===== config.mk =====
export PLATFORM = sky130hd
export DESIGN_NAME = dec2bin_parser_flat
export DESIGN_NICKNAME = d
export VERILOG_FILES = /design/src/rtl/dec2bin_parser_if.sv /design/src/rtl/dec2bin_parser.sv /design/src/flat_wrapper.sv
export SDC_FILE = /design/constraint.sdc
export NUM_CORES = 1
export LEC_CHECK = 0
export ABC_AREA = 1
export CAP_MARGIN = 20
export CELL_PAD_IN_SITES_DETAIL_PLACEMENT = 1
export CELL_PAD_IN_SITES_GLOBAL_PLACEMENT = 2
export CORE_UTILIZATION = 37
export CTS_BUF_LIST = sky130_fd_sc_hd__clkbuf_8
export DETAILED_ROUTE_END_ITERATION = 6
export PLACE_DENSITY_LB_ADDON = 0.1
export SYNTH_ARGS = -nofsm -noshare
export SYNTH_HDL_FRONTEND = slang
export SYNTH_SLANG_ARGS = --single-unit
export TNS_END_PERCENT = 20

===== constraint.sdc =====
create_clock -name clk -period 8.1 [get_ports clk]
set_input_delay 0.81 -clock clk [delete_from_list [all_inputs] [get_ports clk]]
set_output_delay 0.81 -clock clk [all_outputs]
set_load 0.05 [all_outputs]

===== src/rtl/dec2bin_parser_if.sv =====
// Byte-in / parsed-value-out bundle between the UART RX side and the config logic.
interface dec2bin_parser_if #(
  parameter int unsigned WIDTH = 32
);
  logic [7:0]       rx_data;
  logic             rx_valid;
  logic [WIDTH-1:0] value;
  logic             value_valid;
  logic             err_valid;
  logic [1:0]       err_code;
  logic             busy;

  // Byte source (UART RX / testbench)
  modport master (
    output rx_data, rx_valid,
    input  value, value_valid, err_valid, err_code, busy
  );

  // Parser
  modport slave (
    input  rx_data, rx_valid,
    output value, value_valid, err_valid, err_code, busy
  );
endinterface


===== src/rtl/dec2bin_parser.sv =====
// ASCII decimal line parser: digits accumulate into a binary value,
// CR/LF terminates a line, bad lines are reported once and then discarded.
module dec2bin_parser #(
  parameter int unsigned MAX_DIGITS = 10,
  parameter int unsigned WIDTH      = 32
) (
  input  logic            clk,
  input  logic            reset_n,
  dec2bin_parser_if.slave bus
);

  localparam int unsigned CNT_W = $clog2(MAX_DIGITS + 1);
  localparam int unsigned EXT_W = WIDTH + 4;

  localparam logic [1:0] ERR_CHAR  = 2'b01;
  localparam logic [1:0] ERR_OVF   = 2'b10;
  localparam logic [1:0] ERR_COUNT = 2'b11;

  typedef enum logic [1:0] {
    IDLE    = 2'd0,
    ACCUM   = 2'd1,
    DISCARD = 2'd2
  } state_e;

  state_e           state_q, state_d;
  logic [WIDTH-1:0] acc_q, acc_d;
  logic [CNT_W-1:0] cnt_q, cnt_d;
  logic [WIDTH-1:0] value_q, value_d;
  logic             value_valid_q, value_valid_d;
  logic             err_valid_q, err_valid_d;
  logic [1:0]       err_code_q, err_code_d;
  logic             busy_q, busy_d;

  logic             is_digit;
  logic             is_term;
  logic [3:0]       digit;
  logic [EXT_W-1:0] acc_ext;
  logic [EXT_W-1:0] mac;
  logic             mac_ovf;

  // Byte classification and acc*10+d with headroom bits for overflow detection
  always_comb begin
    is_digit = (bus.rx_data >= 8'h30) && (bus.rx_data <= 8'h39);
    is_term  = (bus.rx_data == 8'h0D) || (bus.rx_data == 8'h0A);
    digit    = bus.rx_data[3:0];
    acc_ext  = EXT_W'(acc_q);
    mac      = (acc_ext << 3) + (acc_ext << 1) + EXT_W'(digit);
    mac_ovf  = |mac[EXT_W-1:WIDTH];
  end

  // Next-state and output decode; pulses default low, value/err_code hold
  always_comb begin
    state_d       = state_q;
    acc_d         = acc_q;
    cnt_d         = cnt_q;
    value_d       = value_q;
    value_valid_d = 1'b0;
    err_valid_d   = 1'b0;
    err_code_d    = err_code_q;

    if (bus.rx_valid) begin
      unique case (state_q)
        IDLE: begin
          if (is_digit) begin
            acc_d   = WIDTH'(digit);
            cnt_d   = CNT_W'(1);
            state_d = ACCUM;
          end else if (!is_term) begin
            err_code_d  = ERR_CHAR;
            err_valid_d = 1'b1;
            state_d     = DISCARD;
          end
        end
        ACCUM: begin
          if (is_digit) begin
            if (cnt_q == CNT_W'(MAX_DIGITS)) begin
              err_code_d  = ERR_COUNT;
              err_valid_d = 1'b1;
              state_d     = DISCARD;
            end else if (mac_ovf) begin
              err_code_d  = ERR_OVF;
              err_valid_d = 1'b1;
              state_d     = DISCARD;
            end else begin
              acc_d = mac[WIDTH-1:0];
              cnt_d = cnt_q + CNT_W'(1);
            end
          end else if (is_term) begin
            value_d       = acc_q;
            value_valid_d = 1'b1;
            state_d       = IDLE;
          end else begin
            err_code_d  = ERR_CHAR;
            err_valid_d = 1'b1;
            state_d     = DISCARD;
          end
        end
        DISCARD: begin
          if (is_term) begin
            state_d = IDLE;
          end
        end
        default: begin
          state_d = IDLE;
        end
      endcase
    end

    busy_d = (state_d != IDLE);
  end

  // State and output registers
  always_ff @(posedge clk or negedge reset_n) begin
    if (!reset_n) begin
      state_q       <= IDLE;
      acc_q         <= '0;
      cnt_q         <= '0;
      value_q       <= '0;
      value_valid_q <= 1'b0;
      err_valid_q   <= 1'b0;
      err_code_q    <= 2'b00;
      busy_q        <= 1'b0;
    end else begin
      state_q       <= state_d;
      acc_q         <= acc_d;
      cnt_q         <= cnt_d;
      value_q       <= value_d;
      value_valid_q <= value_valid_d;
      err_valid_q   <= err_valid_d;
      err_code_q    <= err_code_d;
      busy_q        <= busy_d;
    end
  end

  assign bus.value       = value_q;
  assign bus.value_valid = value_valid_q;
  assign bus.err_valid   = err_valid_q;
  assign bus.err_code    = err_code_q;
  assign bus.busy        = busy_q;

endmodule


===== src/flat_wrapper.sv =====
// flat-port wrapper written by rule: the top's interface ports become plain ports
module dec2bin_parser_flat 
#(
  parameter int unsigned MAX_DIGITS = 10,
  parameter int unsigned WIDTH      = 32
)
  (clk, reset_n, bus_rx_data, bus_rx_valid, bus_value, bus_value_valid, bus_err_valid, bus_err_code, bus_busy);
  dec2bin_parser_if #(.WIDTH(WIDTH)) bus_i ();
  input  logic clk;
  input  logic reset_n;
  input wire logic [$bits(bus_i.rx_data)-1:0] bus_rx_data;
  input wire logic [$bits(bus_i.rx_valid)-1:0] bus_rx_valid;
  output wire logic [$bits(bus_i.value)-1:0] bus_value;
  output wire logic [$bits(bus_i.value_valid)-1:0] bus_value_valid;
  output wire logic [$bits(bus_i.err_valid)-1:0] bus_err_valid;
  output wire logic [$bits(bus_i.err_code)-1:0] bus_err_code;
  output wire logic [$bits(bus_i.busy)-1:0] bus_busy;
  assign bus_i.rx_data = bus_rx_data;
  assign bus_i.rx_valid = bus_rx_valid;
  assign bus_value = bus_i.value;
  assign bus_value_valid = bus_i.value_valid;
  assign bus_err_valid = bus_i.err_valid;
  assign bus_err_code = bus_i.err_code;
  assign bus_busy = bus_i.busy;
  dec2bin_parser #(.MAX_DIGITS(MAX_DIGITS), .WIDTH(WIDTH)) u_core (.clk(clk), .reset_n(reset_n), .bus(bus_i));
endmodule

==> flow_summary.json <==
{
  "route.detailed.drc": 0,
  "clock_skew_ns": 0.00938,
  "post_dr_wirelength_cell_um": 15.4,
  "numClockSinks": 75,
  "postSynth.asyncResetShare_pct": 100,
  "worst_hold_path_type": "input port to asynchronous set/reset pin",
  "critical_path_class": "input port to flip-flop",
  "tritoncts": "built",
  "die-width_um": 126,
  "critical_path.endpoint_type": "flip-flop",
  "grt.met2_usage_pct": 37.6,
  "initial_utilization_pct": 38.5,
  "synth.lib_cells_used.distinct": 40,
  "fillerInstances": 1893,
  "die_height_um": 126,
  "post_detailed_placement_half_perimeter_wirelength_mm": 12.4,
  "postSynthAreaPerCell_um2": 7.01,
  "timing.final.hold_violations": 0,
  "dominantRegCellSynth": "sky130_fd_sc_hd__dfrtp_1",
  "synth-edff-count": 0,
  "cts_root_buf": "sky130_fd_sc_hd__clkbuf_8",
  "ios": 48,
  "grt_util_all_layers_pct": 22.0,
  "drt_pre_antenna_iters": 4,
  "nNetsFinal": 932,
  "numCtsBuffers": 9,
  "path_clk_slew_ns": 0.08,
  "period_utilization_pct": 51.4,
  "global_route.usage.met1_pct": 28.5,
  "post_cts.repair.setup_buffers": 0,
  "cts-hold-fix-buffers": 0,
  "finalWorstSetupSlack_ns": 3.94,
  "drive_gt1_share_pct": 4.31,
  "routed_wl_mm": 16.0,
  "fin_setup_tns_ns": 0,
  "total_leakage_power_uw": 0.00331,
  "critPathMaxFanout": 70,
  "grt_pass1_wl_mm": 27.7,
  "grt_pass1_vias": 5626,
  "drt_iter0_markers": 153,
  "mappedNetlistNets": 888,
  "ys.warnings.count": 0,
  "fmax_ghz": 0.240,
  "antennaDiodeCount": 0,
  "vias": 5306,
  "maxCapViolCount": 0,
  "finish.cell_count_without_fillers": 1043,
  "residual_antenna_violating_net_count_after_detailed_routing": 0,
  "synth_sequential_area_ratio_pct": 33.0,
  "number_of_antenna_violations_at_the_first_check_in_global_routing": 0,
  "ir_drop_mv": 0.141,
  "post_synth_instance_area_um2": 5680,
  "status": "finished clean",
  "place_ws_ns": 3.52,
  "rsz0062_at_grt": "false",
  "die-area_um2": 15900,
  "maximum_clock_path_buffer_count": 2,
  "power_per_cell_area_nw_per_um2": 419,
  "maximum_number_of_pins_on_one_net_before_global_route_repair": 76,
  "sum_of_overflow_across_all_layers_after_global_routing": 0,
  "vias_per_cell": 5.09,
  "synthesized_instance_count": 810,
  "hold_ws_ns": 0.390,
  "area_growth_from_synthesis_to_layout_pct": 14.7,
  "finalWorstPathRequiredPeriod_ns": 4.16,
  "clock_latency_ns": 0.37,
  "global_route.usage.met3_pct": 2.76,
  "gp_congestion": 0.876,
  "post_cts_resize_count": 0,
  "busiest_layer": "met2",
  "timing.critical_path.from_type": "input port",
  "placed_cells": 1026,
  "numPortBuffers": 47,
  "final-max-slew-violation-count": 0,
  "placeableCoreArea_um2": 14800,
  "worst_ep_arrival_ns": 4.44,
  "rows": 44,
  "maxSlewHeadroom_pct": 38.4,
  "number_of_synthesized_register_bits": 75,
  "cts.htree.levels": 3,
  "cp_data_required_time_ns": 8.38,
  "tightest_slew_ns": 0.922,
  "setup_viol_count_final": 0
}
[synth_stat cells (2+ instances only)]
cell type	number	area share [%]
sky130_fd_sc_hd__a21o_1	4	0.53
sky130_fd_sc_hd__a21oi_1	41	3.6
sky130_fd_sc_hd__a21oi_2	2	0.31
sky130_fd_sc_hd__buf_2	3	0.26
sky130_fd_sc_hd__buf_4	2	0.26
sky130_fd_sc_hd__buf_6	3	0.59
sky130_fd_sc_hd__clkbuf_1	9	0.59
sky130_fd_sc_hd__dfrtp_1	75	33
sky130_fd_sc_hd__fa_1	2	0.70
sky130_fd_sc_hd__ha_1	65	14
sky130_fd_sc_hd__inv_1	112	7.4
sky130_fd_sc_hd__inv_2	3	0.20
sky130_fd_sc_hd__nand2_1	252	17
sky130_fd_sc_hd__nand2_2	2	0.22
sky130_fd_sc_hd__nand3_1	28	2.5
sky130_fd_sc_hd__nand3b_1	2	0.26
sky130_fd_sc_hd__nand4_1	5	0.55
sky130_fd_sc_hd__nor2_1	64	4.2
sky130_fd_sc_hd__nor2_2	3	0.33
sky130_fd_sc_hd__nor3_1	12	1.1
sky130_fd_sc_hd__nor3b_2	2	0.44
sky130_fd_sc_hd__o21ai_0	82	7.2
sky130_fd_sc_hd__o21ai_1	7	0.62
sky130_fd_sc_hd__o21bai_1	5	0.66
sky130_fd_sc_hd__or2_2	2	0.22
sky130_fd_sc_hd__xnor2_1	7	1.1
sky130_fd_sc_hd__xor2_1	3	0.46
[worst max-delay path, stage by stage]
cell and delay, ns:
sky130_fd_sc_hd__clkdlybuf4s50_1 0.47, sky130_fd_sc_hd__inv_1 0.08, sky130_fd_sc_hd__fa_1 0.53, sky130_fd_sc_hd__fa_1 0.43, sky130_fd_sc_hd__inv_1 0.11, sky130_fd_sc_hd__nand2_1 0.08
sky130_fd_sc_hd__nand2_1 0.08, sky130_fd_sc_hd__nand3_1 0.07, sky130_fd_sc_hd__nand2_1 0.15, sky130_fd_sc_hd__nand2_1 0.09, sky130_fd_sc_hd__nand2_2 0.11, sky130_fd_sc_hd__nand2_1 0.09
sky130_fd_sc_hd__nand3_1 0.10, sky130_fd_sc_hd__nand2_1 0.06, sky130_fd_sc_hd__nor2_1 0.17, sky130_fd_sc_hd__nand3_2 0.16, sky130_fd_sc_hd__nand2_4 0.53, sky130_fd_sc_hd__nand2_1 0.13
sky130_fd_sc_hd__o21ai_0 0.11
[path summary, 6_finish.rpt]
check	from	to	slack [ns]	depth (start not counted)
max	bus_rx_data[3]	u_core.acc_q[18]	3.94	19
min	reset_n	u_core.acc_q[18]	0.39	1
max reg2reg	u_core.state_q[1]	u_core.bus.value[8]	4.37	8
min reg2reg	u_core.bus.value[23]	u_core.bus.value[23]	0.49	2
max in group asynchronous	reset_n	u_core.bus.value[29]	7.11	2
min in group clk	u_core.bus.value[23]	u_core.bus.value[23]	0.49	2
[layout by cell type, fill, tap and decap left out, drive strengths merged, types with 3 or more instances in the layout]
master and count:
a21o 4, a21oi 43, buf 4, clkbuf 13, clkdlybuf4s50 46, dfrtp 75
ha 65, inv 115, nand2 255, nand3 29, nand4 5, nor2 67
nor3 12, o21ai 89, o21bai 5, or2 3, xnor2 7, xor2 3
[sequential cells by signal (all words and copies together), names as in the netlist]
| register | count |
|---|---|
| u_core.bus.err_code | 2 |
| u_core.state_q | 2 |
| u_core.bus.value | 32 |
| u_core.acc_q | 32 |
| u_core.bus.err_valid | 1 |
| u_core.cnt_q | 4 |
| u_core.bus.busy | 1 |
| u_core.bus.value_valid | 1 |
[layout make-up]
| class | instances | area, µm² | share of cell area [%] |
|---|---|---|---|
| multi-input cells | 602 | 3270 | 50.2 |
| flip-flops and latches | 75 | 1880 | 28.8 |
| repair buffers | 50 | 503 | 7.72 |
| inverters | 116 | 435 | 6.68 |
| well taps | 184 | 230 | 3.53 |
| clock buffers | 13 | 179 | 2.75 |
| clock inverters | 3 | 20.0 | 0.307 |
[per-layer routing]
metal,part of all wire (%),wire length [µm]
met5,0,0
met4,2.0,320
met3,2.8,448
met2,47,7600
met1,48,7670
[report_power, final]
part           switching [µW]  internal, µW
Clock                     151           144
Sequential               67.5           436
Combinational            1270           665
Total                    1480          1250
[logic make-up (layout without fill, tap and decap cells)]
group	Yosys count	count (layout)	share of synthesized area, %
buffers and inverters	133	182	9.38
AND/OR/NAND/NOR	377	377	27.1
flip-flops	75	75	33.0
adder cells (fa/ha/maj)	67	67	15.0
AO/OA/AOI/OAI	148	148	13.9
XOR/XNOR	10	10	1.54
[through the flow]
| stage | area (µm²) | total power, µW | util (%) |
|---|---|---|---|
| after floorplan | 5680 | 1930 | - |
| after global placement | 6300 | 2410 | 42.7 |
| after detailed placement | 6300 | 2450 | 42.7 |
| after CTS | 6490 | 2760 | 44.0 |
| after global routing | 6520 | 3060 | 44.2 |
| final | 6520 | 2730 | 44.2 |
No activity file was read; power rests on OpenSTA's default activity.
